$ cat config.mk
export PLATFORM = sky130hd
export DESIGN_NAME = fp32_align_add
export DESIGN_NICKNAME = d
export VERILOG_FILES = /design/src/rtl/fp32_align_add.sv
export SDC_FILE = /design/constraint.sdc
export NUM_CORES = 1
export LEC_CHECK = 0
export BUFFER_PORTS_ARGS = -buffer_cell sky130_fd_sc_hd__buf_4
export CORE_MARGIN = 1.5
export CORE_UTILIZATION = 36
export DETAILED_ROUTE_END_ITERATION = 6
export PLACE_DENSITY = 0.58
export SLEW_MARGIN = 20
export SYNTH_ARGS = -nofsm -noshare
export SYNTH_HDL_FRONTEND = slang
export SYNTH_SLANG_ARGS = --single-unit
$ cat constraint.sdc
create_clock -name clk -period 5.2 [get_ports clk]
set_input_delay 0.52 -clock clk [delete_from_list [all_inputs] [get_ports clk]]
set_output_delay 0.52 -clock clk [all_outputs]
set_load 0.02 [all_outputs]
$ cat src/rtl/fp32_align_add.sv
`default_nettype none
// ============================================================================
// Module   : fp32_align_add
// Brief    : Three-stage FP32 exponent-align and magnitude add/subtract,
//            producing an unnormalized result for the leading-zero normalizer.
// Revision : 1.0
// ============================================================================
module fp32_align_add #(
    parameter int EXP_W = 8,
    parameter int MAN_W = 23
) (
    input  logic                 clk,
    input  logic                 rst,
    input  logic                 in_valid,
    output logic                 in_ready,
    input  logic [EXP_W+MAN_W:0] a,
    input  logic [EXP_W+MAN_W:0] b,
    input  logic                 op,
    output logic                 out_valid,
    input  logic                 out_ready,
    output logic                 out_sign,
    output logic [EXP_W-1:0]     out_exp,
    output logic [MAN_W:0]       out_man,
    output logic                 out_zero,
    output logic                 out_special,
    output logic                 out_ovf
);

    localparam int               SIG_W      = MAN_W + 1;
    localparam int               MAG_W      = EXP_W + MAN_W;
    localparam logic [EXP_W-1:0] C_EXP_MAX  = {EXP_W{1'b1}};
    localparam logic [EXP_W-1:0] C_EXP_ONE  = {{(EXP_W-1){1'b0}}, 1'b1};
    localparam logic [SIG_W-1:0] C_SIG_NAN  = {1'b1, {MAN_W{1'b0}}};

    logic               w_stall;

    // Stage 1: unpack / compare / swap
    logic [EXP_W-1:0]   w_exp_a;
    logic [EXP_W-1:0]   w_exp_b;
    logic [EXP_W-1:0]   w_exp_s;
    logic [SIG_W-1:0]   w_sig_a;
    logic [SIG_W-1:0]   w_sig_b;
    logic               w_sgn_a;
    logic               w_sgn_b;
    logic               w_b_larger;

    logic               s1_valid_d,   s1_valid_q;
    logic               s1_sign_l_d,  s1_sign_l_q;
    logic [EXP_W-1:0]   s1_exp_l_d,   s1_exp_l_q;
    logic [SIG_W-1:0]   s1_man_l_d,   s1_man_l_q;
    logic [SIG_W-1:0]   s1_man_s_d,   s1_man_s_q;
    logic [EXP_W-1:0]   s1_shift_d,   s1_shift_q;
    logic               s1_eff_sub_d, s1_eff_sub_q;
    logic               s1_special_d, s1_special_q;

    // Stage 2: align
    logic               s2_valid_d,   s2_valid_q;
    logic               s2_sign_l_d,  s2_sign_l_q;
    logic [EXP_W-1:0]   s2_exp_l_d,   s2_exp_l_q;
    logic [SIG_W-1:0]   s2_man_l_d,   s2_man_l_q;
    logic [SIG_W-1:0]   s2_man_s_d,   s2_man_s_q;
    logic               s2_eff_sub_d, s2_eff_sub_q;
    logic               s2_special_d, s2_special_q;

    // Stage 3: add / subtract, result registers
    logic [SIG_W:0]     w_sum;
    logic               w_carry;
    logic               out_valid_d,   out_valid_q;
    logic               out_sign_d,    out_sign_q;
    logic [EXP_W-1:0]   out_exp_d,     out_exp_q;
    logic [SIG_W-1:0]   out_man_d,     out_man_q;
    logic               out_zero_d,    out_zero_q;
    logic               out_special_d, out_special_q;
    logic               out_ovf_d,     out_ovf_q;

    // A held result freezes the whole pipe; bubbles are not squeezed out.
    assign w_stall  = out_valid_q && !out_ready;
    assign in_ready = !w_stall;

    assign w_exp_a    = a[MAG_W-1:MAN_W];
    assign w_exp_b    = b[MAG_W-1:MAN_W];
    assign w_sgn_a    = a[MAG_W];
    assign w_sgn_b    = b[MAG_W] ^ op;
    assign w_sig_a    = (w_exp_a == '0) ? '0 : {1'b1, a[MAN_W-1:0]};
    assign w_sig_b    = (w_exp_b == '0) ? '0 : {1'b1, b[MAN_W-1:0]};
    assign w_b_larger = b[MAG_W-1:0] > a[MAG_W-1:0];
    assign w_exp_s    = w_b_larger ? w_exp_a : w_exp_b;

    always_comb begin
        s1_valid_d   = in_valid;
        s1_sign_l_d  = w_b_larger ? w_sgn_b : w_sgn_a;
        s1_exp_l_d   = w_b_larger ? w_exp_b : w_exp_a;
        s1_man_l_d   = w_b_larger ? w_sig_b : w_sig_a;
        s1_man_s_d   = w_b_larger ? w_sig_a : w_sig_b;
        s1_shift_d   = s1_exp_l_d - w_exp_s;
        s1_eff_sub_d = w_sgn_a ^ w_sgn_b;
        s1_special_d = (w_exp_a == C_EXP_MAX) || (w_exp_b == C_EXP_MAX);
    end

    always_ff @(posedge clk or posedge rst) begin
        if (rst) begin
            s1_valid_q   <= 1'b0;
            s1_sign_l_q  <= 1'b0;
            s1_exp_l_q   <= '0;
            s1_man_l_q   <= '0;
            s1_man_s_q   <= '0;
            s1_shift_q   <= '0;
            s1_eff_sub_q <= 1'b0;
            s1_special_q <= 1'b0;
        end else if (!w_stall) begin
            s1_valid_q   <= s1_valid_d;
            s1_sign_l_q  <= s1_sign_l_d;
            s1_exp_l_q   <= s1_exp_l_d;
            s1_man_l_q   <= s1_man_l_d;
            s1_man_s_q   <= s1_man_s_d;
            s1_shift_q   <= s1_shift_d;
            s1_eff_sub_q <= s1_eff_sub_d;
            s1_special_q <= s1_special_d;
        end
    end

    always_comb begin
        s2_valid_d   = s1_valid_q;
        s2_sign_l_d  = s1_sign_l_q;
        s2_exp_l_d   = s1_exp_l_q;
        s2_man_l_d   = s1_man_l_q;
        s2_eff_sub_d = s1_eff_sub_q;
        s2_special_d = s1_special_q;
        // Truncating alignment: bits shifted past the LSB are simply lost.
        if (32'(s1_shift_q) >= 32'(SIG_W)) begin
            s2_man_s_d = '0;
        end else begin
            s2_man_s_d = s1_man_s_q >> s1_shift_q;
        end
    end

    always_ff @(posedge clk or posedge rst) begin
        if (rst) begin
            s2_valid_q   <= 1'b0;
            s2_sign_l_q  <= 1'b0;
            s2_exp_l_q   <= '0;
            s2_man_l_q   <= '0;
            s2_man_s_q   <= '0;
            s2_eff_sub_q <= 1'b0;
            s2_special_q <= 1'b0;
        end else if (!w_stall) begin
            s2_valid_q   <= s2_valid_d;
            s2_sign_l_q  <= s2_sign_l_d;
            s2_exp_l_q   <= s2_exp_l_d;
            s2_man_l_q   <= s2_man_l_d;
            s2_man_s_q   <= s2_man_s_d;
            s2_eff_sub_q <= s2_eff_sub_d;
            s2_special_q <= s2_special_d;
        end
    end

    // The swap guarantees man_l >= man_s, so the subtract never borrows.
    assign w_sum   = s2_eff_sub_q ? ({1'b0, s2_man_l_q} - {1'b0, s2_man_s_q})
                                  : ({1'b0, s2_man_l_q} + {1'b0, s2_man_s_q});
    assign w_carry = w_sum[SIG_W];

    always_comb begin
        out_valid_d   = s2_valid_q;
        out_sign_d    = s2_sign_l_q;
        out_exp_d     = s2_exp_l_q;
        out_man_d     = w_sum[SIG_W-1:0];
        out_zero_d    = 1'b0;
        out_special_d = 1'b0;
        out_ovf_d     = 1'b0;
        if (s2_special_q) begin
            out_special_d = 1'b1;
            out_exp_d     = C_EXP_MAX;
            out_man_d     = C_SIG_NAN;
        end else if (w_sum == '0) begin
            out_zero_d = 1'b1;
            out_sign_d = 1'b0;
            out_man_d  = '0;
        end else if (w_carry) begin
            out_man_d = w_sum[SIG_W:1];
            out_exp_d = s2_exp_l_q + C_EXP_ONE;
            out_ovf_d = (s2_exp_l_q == (C_EXP_MAX - C_EXP_ONE));
        end
    end

    always_ff @(posedge clk or posedge rst) begin
        if (rst) begin
            out_valid_q   <= 1'b0;
            out_sign_q    <= 1'b0;
            out_exp_q     <= '0;
            out_man_q     <= '0;
            out_zero_q    <= 1'b0;
            out_special_q <= 1'b0;
            out_ovf_q     <= 1'b0;
        end else if (!w_stall) begin
            out_valid_q   <= out_valid_d;
            out_sign_q    <= out_sign_d;
            out_exp_q     <= out_exp_d;
            out_man_q     <= out_man_d;
            out_zero_q    <= out_zero_d;
            out_special_q <= out_special_d;
            out_ovf_q     <= out_ovf_d;
        end
    end

    assign out_valid   = out_valid_q;
    assign out_sign    = out_sign_q;
    assign out_exp     = out_exp_q;
    assign out_man     = out_man_q;
    assign out_zero    = out_zero_q;
    assign out_special = out_special_q;
    assign out_ovf     = out_ovf_q;

endmodule
`default_nettype wire

=== After elaboration in Yosys (flattened, before gate mapping) ===
Index checks and enable logic that the tools add are counted.
Widths: inputs -> output; s select.

* Bits in registers: 165
* Latch bits: 0
* Bits in writable memories: 0
* Memory bits (read-only): 0
* Output and inout port bits: 38
* Memories kept: 0

* Add/subtract/negate cells: 4
* Multiply operators: 0
* Divide/modulo/power cells: 0
* Order comparisons: 2
* Equal/unequal tests: 3
* Shift-type cells: 1
* Muxes and demuxes: 23
* Bitwise logic cells: 2
* Reduce and logical (&&, ||, !) cells: 7

{| class="wikitable"
|+ Operator list
! cell !! count
|-
| $mux 24 || 8
|-
| $mux 8 || 5
|-
| $gt 31x31->1 || 1
|-
| $add 24x24->25 || 1
|-
| $logic_not 25->1 || 1
|-
| $mux 25 || 1
|-
| $sub 24x24->25 || 1
|-
| $eq 8x8->1 const B || 3
|-
| $shr 24x8->24 || 1
|-
| $logic_not 8->1 || 2
|-
| $mux 1 || 9
|-
| $add 8x1->8 const B || 1
|-
| $ge 8x5->1 const B || 1
|-
| $sub 8x8->8 || 1
|-
| $logic_not 1->1 || 2
|-
| $xor 1x1->1 || 2
|-
| $logic_and 1x1->1 || 1
|-
| $logic_or 1x1->1 || 1
|}

=== Logic depth before layout (Yosys ltp) ===
Gate-level depths: netlist of run 1.

* Depth after elaboration: 5
* Depth in mapped cells: 21

=== Least setup slack after synthesis of run 1 ===
Ideal clock, no wire load.

* Kind: reg2reg
* Start point: reg s2_man_s_q[2]
* End point: reg out_exp_q[1], in the netlist out_exp[1]
* Library setup time: 0.137 ns
* Data arrival time: 3.897 ns
* Setup slack: 1.166 ns
* Stages on the path, launching flop included: 19
* Path buffers: 2
* Clock period less this slack: 4.034 ns
* Cells stage by stage: dfrtp_1 -> nor2_1 -> nor4b_1 -> nor3b_1 -> and2_1 -> a21o_1 -> o21ai_0 -> xnor2_1 -> ha_1 -> clkbuf_1 -> a21o_1 -> a211oi_1 -> o311ai_0 -> a21oi_1 -> o31ai_1 -> xor2_1 -> buf_2 -> mux2i_1 -> a21oi_1

* Cells in the longest elaborated chain, start to end: 5
* Elaborated cells between the ends (all ways): 7

{| class="wikitable"
|+ Ends and longest elaborated chain
! item !! RTL line !! source
|-
| from (decl) || 61 || <nowiki>logic [SIG_W-1:0] s2_man_s_d, s2_man_s_q;</nowiki>
|-
| from (signal assigned) || 151 || <nowiki>s2_man_s_q <= s2_man_s_d;</nowiki>
|-
| $add 24x24->25 or $sub 24x24->25 (tied branches) || 159, 158 ||
|-
| $mux 25 (*) || 158 || <nowiki>assign w_sum = s2_eff_sub_q ? ({1'b0, s2_man_l_q} - {1'b0, s2_man_s_q})</nowiki>
|-
| $logic_not 25->1 or $mux 8 (tied branches) || 174, 178 ||
|-
| $mux 8 (*) || 174 || <nowiki>end else if (w_sum == '0) begin</nowiki>
|-
| $mux 8 (*) || 170 || <nowiki>if (s2_special_q) begin</nowiki>
|-
| to (signal assigned) || 197 || <nowiki>out_exp_q <= out_exp_d;</nowiki>
|-
| to (decl) || 70 || <nowiki>logic [EXP_W-1:0] out_exp_d, out_exp_q;</nowiki>
|}

Mark *: on every way between the ends. The rest lies on a longest branch, timed or not.
A chain may end at the register's enable or synchronous reset.

=== Worst setup path in the final report of run 1 ===
* Start point: reg s2_man_s_q[2]
* End point: reg out_man_q[11], in the netlist out_man[11]

* Cells in the longest elaborated chain, start to end: 5
* Elaborated cells between the ends (all ways): 7

{| class="wikitable"
|+ Ends and longest elaborated chain
! item !! RTL line !! source
|-
| $add 24x24->25 or $sub 24x24->25 (tied branches) || 159, 158 ||
|-
| $mux 25 (*) || 158 ||
|-
| $logic_not 25->1 or $mux 24 (tied branches) || 174, 178 ||
|-
| $mux 24 (*) || 174 ||
|-
| $mux 24 (*) || 170 ||
|-
| to (signal assigned) || 198 || <nowiki>out_man_q <= out_man_d;</nowiki>
|-
| to (decl) || 71 || <nowiki>logic [SIG_W-1:0] out_man_d, out_man_q;</nowiki>
|}

Marked as above.

==> impl_metrics.tcl, run 1 <==
set metrics [dict create \
    synth_seq_cells 165 \
    p_leak_nw 5.67 \
    cts_tree "built" \
    fin_util_pct 42.7 \
    antennaDiodeCount 0 \
    yosys_warnings 0 \
    slew_viol_final 0 \
    slew_headroom_pct 39.4 \
    grt_pass1_vias 8874 \
    synth_cells 1285 \
    ys.flop_type "dfrtp_1" \
    gp_congestion 0.878 \
    drcViolationCount 0 \
    grt_pass1_wl_um 48200 \
    io_buffers 106 \
    synth_area_leaders "dfrtp_1 (38%), nand2_1 (7.7%), ha_1 (6.8%)" \
    slowest_delay_ns 0.42 \
    worst_pin_slew_ns 0.909 \
    worst-path-buf-inv 1 \
    worstPathArrival_ns 4.83 \
    start_kind "flip-flop" \
    synth_top_area_share_pct 38.1 \
    syn_nets 1414 \
    drt-initial-drc-count 868 \
    finalCritPeriodShare_pct 87.4 \
    async_flop_share_pct 100 \
    p_per_area_mw_per_mm2 598 \
    hold_class "in -> async" \
    vias 9399 \
    drtPass1Iterations 5 \
    peakVddDrop_v 0.000255 \
    setup_viol 0 \
    finalSetupTns_ns 0 \
    die_h_um 177 \
    die-area_mm2 0.0312 \
    rsz0062_at_grt "false" \
    max-cap-violations 0 \
    max_freq_ghz 0.220 \
    finalCriticalPeriod_ns 4.54 \
    crit_chain "nor2_1, nor4b_1, nor3b_1, and2_1, a21o_1, o21ai_0, xnor2_1, ha_1, a21o_1, a211oi_1, o311ai_0, a21oi_1, o31ai_2, xor2_4, buf_4, mux2i_1, o21ai_0" \
    yosysSeqAreaShare_pct 38.1 \
    clock-sinks 165 \
    avgSynthCellArea_um2 8.44 \
    grt_max_degree 92 \
    nNetsFinal 1483 \
    design_area_mm2 0.0127 \
    cts_buffers 17 \
    synth_edf_count 0 \
    dpl_cell_area_mm2 0.0120 \
    synth_area_leader_cell "dfrtp_1" \
    syn_area_mm2 0.0108 \
    wire_per_inst_um 17.1 \
    rows 63 \
    whs_ns 0.222 \
    pin_count 107 \
    root_buffer "clkbuf_16" \
    critPathMaxFanout 15 \
    drt-total-wl_um 30000 \
    hold_buffers 0 \
    areaGrowthSynthToFinish_pct 16.7 \
    track_usage_pct 19.6 \
    crit_slowest_cell "dfrtp_1" \
    fillCellCount 2979 \
    required_ns 5.49 \
    h-tree-depth 4 \
    critical_path_class "reg -> reg" \
    outcome "finished, final reports clean" \
    dp_hpwl_um 22800 \
    crit_path_end_kind "flip-flop" \
    grt_antenna_before_repair 0 \
    finalClockSkew_ns 0.0130 \
    clk_path_buf_depth 2 \
    p_total_w 0.00756 \
    fp.coreArea_mm2 0.0296 \
    cts.clk_slew.worst_paths_ns 0.07 \
    start_util_pct 36.6 \
    hold_viol 0 \
    die_w_um 177 \
    grt_overflow 0 \
    crit_family "compound AO/OA/AOI/OAI gates" \
    antenna_left 0 \
    clock_latency_ns 0.44 \
    drive_above_1_share_pct 13.9 \
    vias_per_cell 5.35 \
    ys_types 65 \
]
through the flow:
step	cells	setup WS, ns
floorplan	1285	0.218
global placement	1724	0.508
detailed placement	1724	0.443
CTS	1756	0.388
global route	1757	0.0798
finish	1757	0.655
synth_stat cells, types with 13 or more instances:
cell,count
mux2i_1,43
nor4_1,14
nor2_1,182
nor3_1,15
a21oi_1,67
nand2_1,221
xor2_1,13
a22o_1,13
inv_1,57
ha_1,59
clkbuf_1,68
o22ai_1,13
a221oi_1,47
mux4_2,13
dfrtp_1,165
o21ai_0,79
nand3_1,18
xnor2_1,40
flip-flops by register name (all words and copies together), names as in the netlist, 8 cells and up:
signal      cells
out_exp         8
s2_exp_l_q      8
out_man        24
s1_man_s_q     24
s1_man_l_q     24
s1_exp_l_q      8
s2_man_s_q     24
s2_man_l_q     24
s1_shift_q      8
final timing paths:
check	start	endpoint	slack, ns	cells past startpoint
setup reg to reg	s2_man_s_q[2]	out_man[11]	0.66	17
setup / recovery	s2_man_s_q[2]	out_man[11]	0.66	17
hold reg to reg	s2_sign_l_q	s2_sign_l_q	0.47	2
min in group clk	in_valid	s1_valid_q	0.28	3
max in group asynchronous	rst	s2_man_l_q[3]	3.87	3
hold / removal	rst	s1_shift_q[0]	0.22	2
power breakdown:
| part | internal, W | switching, W |
|---|---|---|
| Combinational | 0.00165 | 0.00243 |
| Sequential | 0.00171 | 0.000390 |
| Clock | 0.000780 | 0.000601 |
logic make-up after synthesis:
kind of cell             synth area share (%)
AO/OA/AOI/OAI                            18.7
XOR/XNOR                                 4.28
adder cells (fa/ha/maj)                  6.99
buffers and inverters                    4.75
flip-flops                               38.1
multiplexers                             7.29
AND/OR/NAND/NOR                          19.9
cell type report:
class | instances | area [µm²] | share of cell area [%]
multi-input cells | 987 | 6240 | 49.3
flip-flops and latches | 165 | 4130 | 32.6
repair buffers | 125 | 938 | 7.41
well taps | 390 | 488 | 3.86
clock buffers | 17 | 425 | 3.36
inverters | 58 | 224 | 1.77
clock inverters | 15 | 208 | 1.64
per-layer routing:
metal | vias up | global-route usage, % | routed length (µm)
met5 | - | 0 | 0
met4 | 0 | 5.30 | 394
met3 | 27 | 2.39 | 1150
met2 | 241 | 29.3 | 13300
met1 | 4452 | 29.4 | 15100
li1 | 4679 | - | -
cell usage in the layout, fill, tap and decap left out, types with 4 or more instances in the layout:
master     netlist  routed
nand2_1        221     221
nor2_1         182     182
dfrtp_1        165     165
buf_4            2     125
o21ai_0         79      79
a21oi_1         67      67
ha_1            59      59
inv_1           57      55
a221oi_1        47      47
mux2i_1         43      43
xnor2_1         40      40
nand3_1         18      18
clkbuf_16        0      17
nor3_1          15      15
nor4_1          14      14
a22o_1          13      13
o22ai_1         13      13
mux4_2          13      13
xor2_1          13      12
nand4_1         11      11
a31oi_1         10      10
a211oi_1         9       9
a21o_1           9       9
nand2b_1         8       8
o21a_1           7       7
nor3b_1          7       7
nor2b_1          7       6
inv_6            0       6
mux2_2           6       6
and2_1           5       5
o31a_1           4       4
o21bai_1         4       4
o31ai_1          5       4
and3_1           4       4
a22oi_1          4       4
inv_8            0       4
repair_timing:
item                                   in CTS  in global routing
gates resized for setup                     0                  1
endpoints found under the hold margin       0                  0
setup buffers                               0                  0
setup endpoints to repair                   0                 14
(Power assumes the default switching activity.)
==> run 2: changes to the inputs <==
--- a/config.mk
+++ b/config.mk
@@ -6,10 +6,12 @@
 export NUM_CORES = 1
 export LEC_CHECK = 0
 export BUFFER_PORTS_ARGS = -buffer_cell sky130_fd_sc_hd__buf_4
+export CELL_PAD_IN_SITES_DETAIL_PLACEMENT = 0
+export CELL_PAD_IN_SITES_GLOBAL_PLACEMENT = 2
 export CORE_MARGIN = 1.5
-export CORE_UTILIZATION = 36
+export CORE_UTILIZATION = 33
 export DETAILED_ROUTE_END_ITERATION = 6
-export PLACE_DENSITY = 0.58
+export PLACE_DENSITY = 0.8
 export SLEW_MARGIN = 20
 export SYNTH_ARGS = -nofsm -noshare
 export SYNTH_HDL_FRONTEND = slang
==> run 2 against run 1 <==
Clock skew is essentially flat. Non-clock buffer count shrank 1. Global-route usage shrank 0.91 points. Worst hold slack lost 0.079 ns. Cell area shrank 0.45%. Total power shrank 2.7%. Flip-flop and latch count is the same. Clock power shrank 14%. Critical path depth is the same. Utilization shrank 3.9 points. Die area grew 8.9%.
==> impl_metrics.tcl, run 2 (synthesized netlist as in run 1, its figures left out) <==
set metrics [dict create \
    cts_tree "built" \
    worst_pin_slew_ns 0.942 \
    grt_overflow 0 \
    drt-initial-drc-count 585 \
    p_clk_share_pct 16.0 \
    drcViolationCount 0 \
    grt_antenna_before_repair 0 \
    clock_latency_ns 0.43 \
    track_usage_pct 18.6 \
    nNetsFinal 1481 \
    areaGrowthSynthToFinish_pct 16.2 \
    cts_setup_buffers 0 \
    hold_class "in -> async" \
    rows 66 \
    die_w_um 184 \
    p_leak_nw 5.61 \
    grt_pass1_wl_um 49500 \
    p_per_area_mw_per_mm2 584 \
    grt_max_degree 77 \
    max_freq_ghz 0.225 \
    required_ns 5.48 \
    fin_util_pct 38.8 \
    io_buffers 106 \
    h-tree-depth 4 \
    worstPathArrival_ns 4.72 \
    gp_congestion 0.870 \
    final_cell_mix "nand2_1 (221), nor2_1 (182), dfrtp_1 (165)" \
    mostFrequentLayoutCell "nand2_1" \
    clock-sinks 165 \
    die_h_um 184 \
    switching_share_pct 45.8 \
    peakVddDrop_v 0.000298 \
    wire_per_inst_um 17.2 \
    max-cap-violations 0 \
    slew_viol_final 0 \
    critPathMaxFanout 17 \
    finalClockSkew_ns 0.0127 \
    cts.clk_slew.worst_paths_ns 0.07 \
    antenna_left 0 \
    clk_path_buf_depth 2 \
    crit_path_end_kind "flip-flop" \
    finalSetupTns_ns 0 \
    grt_pass1_vias 8707 \
    outcome "finished, final reports clean" \
    die-area_mm2 0.0339 \
    cts_buffers 17 \
    p_int_w 0.00399 \
    vias_per_cell 5.18 \
    finalCriticalPeriod_ns 4.44 \
    ctsResizeCount 0 \
    comb_power_share_pct 55.6 \
    drtPass1Iterations 5 \
    p_total_w 0.00736 \
    critical_path_class "reg -> reg" \
    root_buffer "clkbuf_16" \
    dp_hpwl_um 23900 \
    drt-total-wl_um 31000 \
    pin_count 107 \
    setup_viol 0 \
    hold_viol 0 \
    drive_above_1_share_pct 13.6 \
    start_util_pct 33.4 \
    pwr-share-seq_pct 28.4 \
    fp.coreArea_mm2 0.0325 \
    slew_headroom_pct 37.0 \
    p_switching_w 0.00337 \
    finalCritPeriodShare_pct 85.4 \
    vias 9347 \
    rsz0062_at_grt "false" \
    antennaDiodeCount 0 \
    hold_buffers 0 \
    start_kind "flip-flop" \
]
## run 2: cell types whose count changed in the layout (fill, tap and decap cells not counted), moves of 2 or more
cell        change
clkinvlp_4      +2
clkinv_4        +2
inv_8           -3
bufinv_16       -3
## run 2: path summary, 6_finish.rpt
path	from	to	slack, ns	cells past startpoint
max in group asynchronous	rst	s1_man_l_q[8]	3.86	3
min in group clk	in_valid	s1_valid_q	0.29	3
min	rst	s2_special_q	0.14	2
min reg2reg	out_valid_d	out_valid_d	0.46	2
max reg2reg	s2_man_s_q[2]	out_man[4]	0.76	17
max	s2_man_s_q[2]	out_man[4]	0.76	17
## run 2: layout make-up
type / count / area, µm²
clock inverter: 12 / 96.3
inverter: 58 / 224
sequential: 165 / 4130
timing repair buffer: 124 / 931
tap: 442 / 553
clock buffer: 19 / 443
fill: 3349 / 19900
multi-input combinational: 986 / 6220
## run 2: per-stage QoR
| stage | area (µm²) | worst slack (ns) | std cells | hold slack [ns] |
|---|---|---|---|---|
| final | 12600 | 0.760 | 1806 | 0.142 |
| after global routing | 12600 | 0.212 | 1806 | 0.192 |
| after CTS | 12600 | 0.682 | 1806 | 0.165 |
| after detailed placement | 12100 | 0.696 | 1775 | 0.448 |
| after floorplan | 10800 | 0.218 | 1285 | 0.430 |
| after global placement | 12100 | 0.805 | 1775 | 0.445 |
## run 2: critical path, cell delays in order (launching register included)
cell     delay [ns]
dfrtp_1        0.41
nor2_1         0.19
nor4b_1        0.35
nor3b_1        0.34
and2_1         0.23
a21o_1         0.19
o21ai_0        0.15
nor2_1         0.15
xor2_1         0.08
ha_1           0.37
nand4_1        0.13
nor2_1         0.16
nand2_1        0.07
o31ai_1        0.47
xor2_4         0.33
buf_4          0.32
mux2i_1        0.23
o21ai_0        0.09
## run 2: power groups by stage
stage / sequential, W / combinational [W] / clock [W]
2_1_floorplan: 0.00210 / 0.00288 / 0
3_3_place_gp: 0.00211 / 0.00409 / 0
3_5_place_dp: 0.00212 / 0.00412 / 0
4_1_cts: 0.00210 / 0.00413 / 0.00121
5_1_grt: 0.00216 / 0.00456 / 0.00127
6_report: 0.00209 / 0.00409 / 0.00118
## run 2: layer usage
metal	track usage (%)	vias up	part of all wire, %
li1	-	4682	-
met1	27.8	4456	51
met2	28.5	187	44
met3	2.35	22	3.8
met4	4.36	0	1.1
met5	0	-	0
==> run 3: changes to the inputs <==
--- a/config.mk
+++ b/config.mk
@@ -9,9 +9,11 @@
 export CELL_PAD_IN_SITES_DETAIL_PLACEMENT = 0
 export CELL_PAD_IN_SITES_GLOBAL_PLACEMENT = 2
 export CORE_MARGIN = 1.5
-export CORE_UTILIZATION = 33
+export CORE_UTILIZATION = 37
 export DETAILED_ROUTE_END_ITERATION = 6
-export PLACE_DENSITY = 0.8
+export GPL_TIMING_DRIVEN = 0
+export PLACE_DENSITY = 0.85
+export RECOVER_POWER = 100
 export SLEW_MARGIN = 20
 export SYNTH_ARGS = -nofsm -noshare
 export SYNTH_HDL_FRONTEND = slang
==> constraint.sdc (replaced) <==
create_clock -name clk -period 4.9 [get_ports clk]
set_input_delay 0.49 -clock clk [delete_from_list [all_inputs] [get_ports clk]]
set_output_delay 0.49 -clock clk [all_outputs]
set_load 0.02 [all_outputs]
==> run 3 against run 2 <==
The run now ends with capacitance limit, slew limit left. Wire length is 10% higher. Die area is 11% lower. Setup slack worse by 0.33 ns. Clock skew hardly changed. Clock power is 20% higher. Utilization is 5.0 points higher. Global-route usage is 4.4 points higher. Largest power group unchanged. Highest routed layer unchanged.
==> impl_metrics.tcl, run 3 (synthesized netlist as in run 1, its figures left out) <==
set metrics [dict create \
    grt_pass1_vias 9587 \
    top_layer "met4" \
    antennaDiodeCount 0 \
    io_buffers 106 \
    grt_antenna_before_repair 0 \
    rows 62 \
    crit_chain "inv_1, ha_1, nand2_1, nor4_2, and2_1, nand2_1, nor4_1, nor2_1, xnor2_1, ha_1, clkbuf_1, a211oi_1, o311ai_0, a21oi_1, o31ai_1, xor2_2, clkbuf_2, o21ai_0, a22o_1" \
    switching_share_pct 45.8 \
    drt-met1-wl_um 16200 \
    critical_path_class "reg -> reg" \
    r2r_cells 19 \
    cts_buffers 17 \
    required_ns 5.21 \
    p_switching_w 0.00367 \
    outcome "finished, violations left" \
    p_leak_nw 5.52 \
    pin_count 107 \
    rsz0062_at_grt "false" \
    p_int_w 0.00434 \
    cts.clk_slew.worst_paths_ns 0.06 \
    hold_depth 3 \
    start_util_pct 37.7 \
    max_freq_ghz 0.224 \
    comb_power_share_pct 55.3 \
    max-cap-violations 1 \
    antenna_left 0 \
    nNetsFinal 1544 \
    hold_viol 0 \
    clock-sinks 165 \
    fillCellCount 2949 \
    critPathMaxFanout 10 \
    crit_family "compound AO/OA/AOI/OAI gates" \
    drive_above_1_share_pct 9.19 \
    clk_path_buf_depth 2 \
    track_usage_pct 23.0 \
    die_w_um 174 \
    finalCritPeriodShare_pct 91.2 \
    p_total_w 0.00801 \
    pwr-share-seq_pct 27.0 \
    p_clk_share_pct 17.7 \
    cts_tree "built" \
    drcViolationCount 0 \
    slowest_delay_ns 0.42 \
    stdcell_count 1810 \
    worst_pin_slew_ns 1.83 \
    vias 9689 \
    r2r_setup_slack_ns 0.43 \
    worstPathArrival_ns 4.78 \
    vias_per_cell 5.35 \
    hold_class "in -> reg" \
    grt_overflow 0 \
    reg2reg_to "out_man[6]" \
    finalClockSkew_ns 0.0126 \
    crit_path_end_kind "flip-flop" \
    areaGrowthSynthToFinish_pct 16.3 \
    crit_slowest_cell "dfrtp_1" \
    drt-total-wl_um 34200 \
    post-place-cells 1780 \
    slew_headroom_pct -21.8 \
    die-area_mm2 0.0303 \
    worst-path-buf-inv 3 \
    wl_met3_um 1200 \
    grt_pass1_wl_um 54300 \
    clock_latency_ns 0.43 \
    start_kind "flip-flop" \
    fp.coreArea_mm2 0.0288 \
    root_buffer "clkbuf_16" \
    die_h_um 174 \
    h-tree-depth 4 \
    slew_viol_final 36 \
    r2r-start "s2_man_s_q[0]" \
    grt_max_degree 36 \
    wl_met2_um 16300 \
    gp_congestion 0.881 \
    drt-initial-drc-count 699 \
    min_to "s1_valid_q" \
    setup_viol 0 \
    drtPass1Iterations 7 \
    violations "capacitance limit, slew limit" \
    final_cell_mix "nand2_1 (221), nor2_1 (182), dfrtp_1 (165)" \
    wire_per_inst_um 18.9 \
    dp_hpwl_um 27700 \
    peakVddDrop_v 0.000260 \
    p_per_area_mw_per_mm2 635 \
    min_from "in_valid" \
    mostFrequentLayoutCell "nand2_1" \
    finalCriticalPeriod_ns 4.47 \
]
run 3: cell types whose count changed in the layout (fill, tap and decap cells not counted), sizes merged:
cell	delta
clkbuf	+121
bufinv	+4
inv	-5
buf	-56
clkinvlp	-2
run 3: worst max path at each step:
stage / to / start / cells after the start / slack [ns]
after floorplan: out_exp[1] / s2_man_s_q[2] / 18 / 0.87
after global placement: out_man[6] / s2_man_s_q[2] / 18 / -0.14
after detailed placement: out_man[6] / s2_man_s_q[2] / 18 / -0.18
after CTS: out_man[6] / s2_man_s_q[2] / 18 / 0.06
after global routing: out_exp[7] / s2_man_s_q[0] / 21 / 0.01
final: out_man[6] / s2_man_s_q[0] / 19 / 0.43
run 3: routing by layer:
metal | GRT usage, % | vias up
met5 | 0 | -
met4 | 5.57 | 0
met3 | 2.78 | 27
met2 | 38.5 | 220
met1 | 31.8 | 4648
li1 | - | 4794
run 3: metrics by stage:
step	utilization, %	area [µm²]	setup WS (ns)	TNS, ns	hold WS (ns)
CTS	44.6	12800	0.0563	0	0.165
detailed placement	42.5	12200	-0.175	-1.87	0.453
floorplan	-	10800	0.866	0	0.430
finish	43.8	12600	0.430	0	0.294
global route	43.8	12600	0.0142	0	0.287
global placement	42.1	12100	-0.142	-0.886	0.445
run 3: final cells by class:
cell class	instances	area (µm²)	share of cell area, %
buffer	75	285	2.26
inverter	58	219	1.74
tap	384	480	3.81
multi-input combinational	986	6210	49.2
clock inverter	9	153	1.21
clock buffer	21	460	3.65
timing repair buffer	112	681	5.40
sequential	165	4130	32.7
run 3: power by group through the flow:
stage / Combinational (W) / Clock, W / Sequential [W]
after floorplan: 0.00306 / 0 / 0.00223
after global placement: 0.00450 / 0 / 0.00218
after detailed placement: 0.00454 / 0 / 0.00219
after CTS: 0.00456 / 0.00144 / 0.00217
after global routing: 0.00490 / 0.00150 / 0.00222
final: 0.00443 / 0.00142 / 0.00216
run 3: what timing repair did:
action	in CTS	in global routing
pin swaps	0	0
resized for setup	1	5
gates cloned	0	0
setup endpoints to repair	28	35
buffers inserted	0	1
hold buffers	0	0
run 3: worst min-delay path, cell delays in order:
cell	delay, ns
buf_4	0.08
nand2_1	0.05
nand2_1	0.06
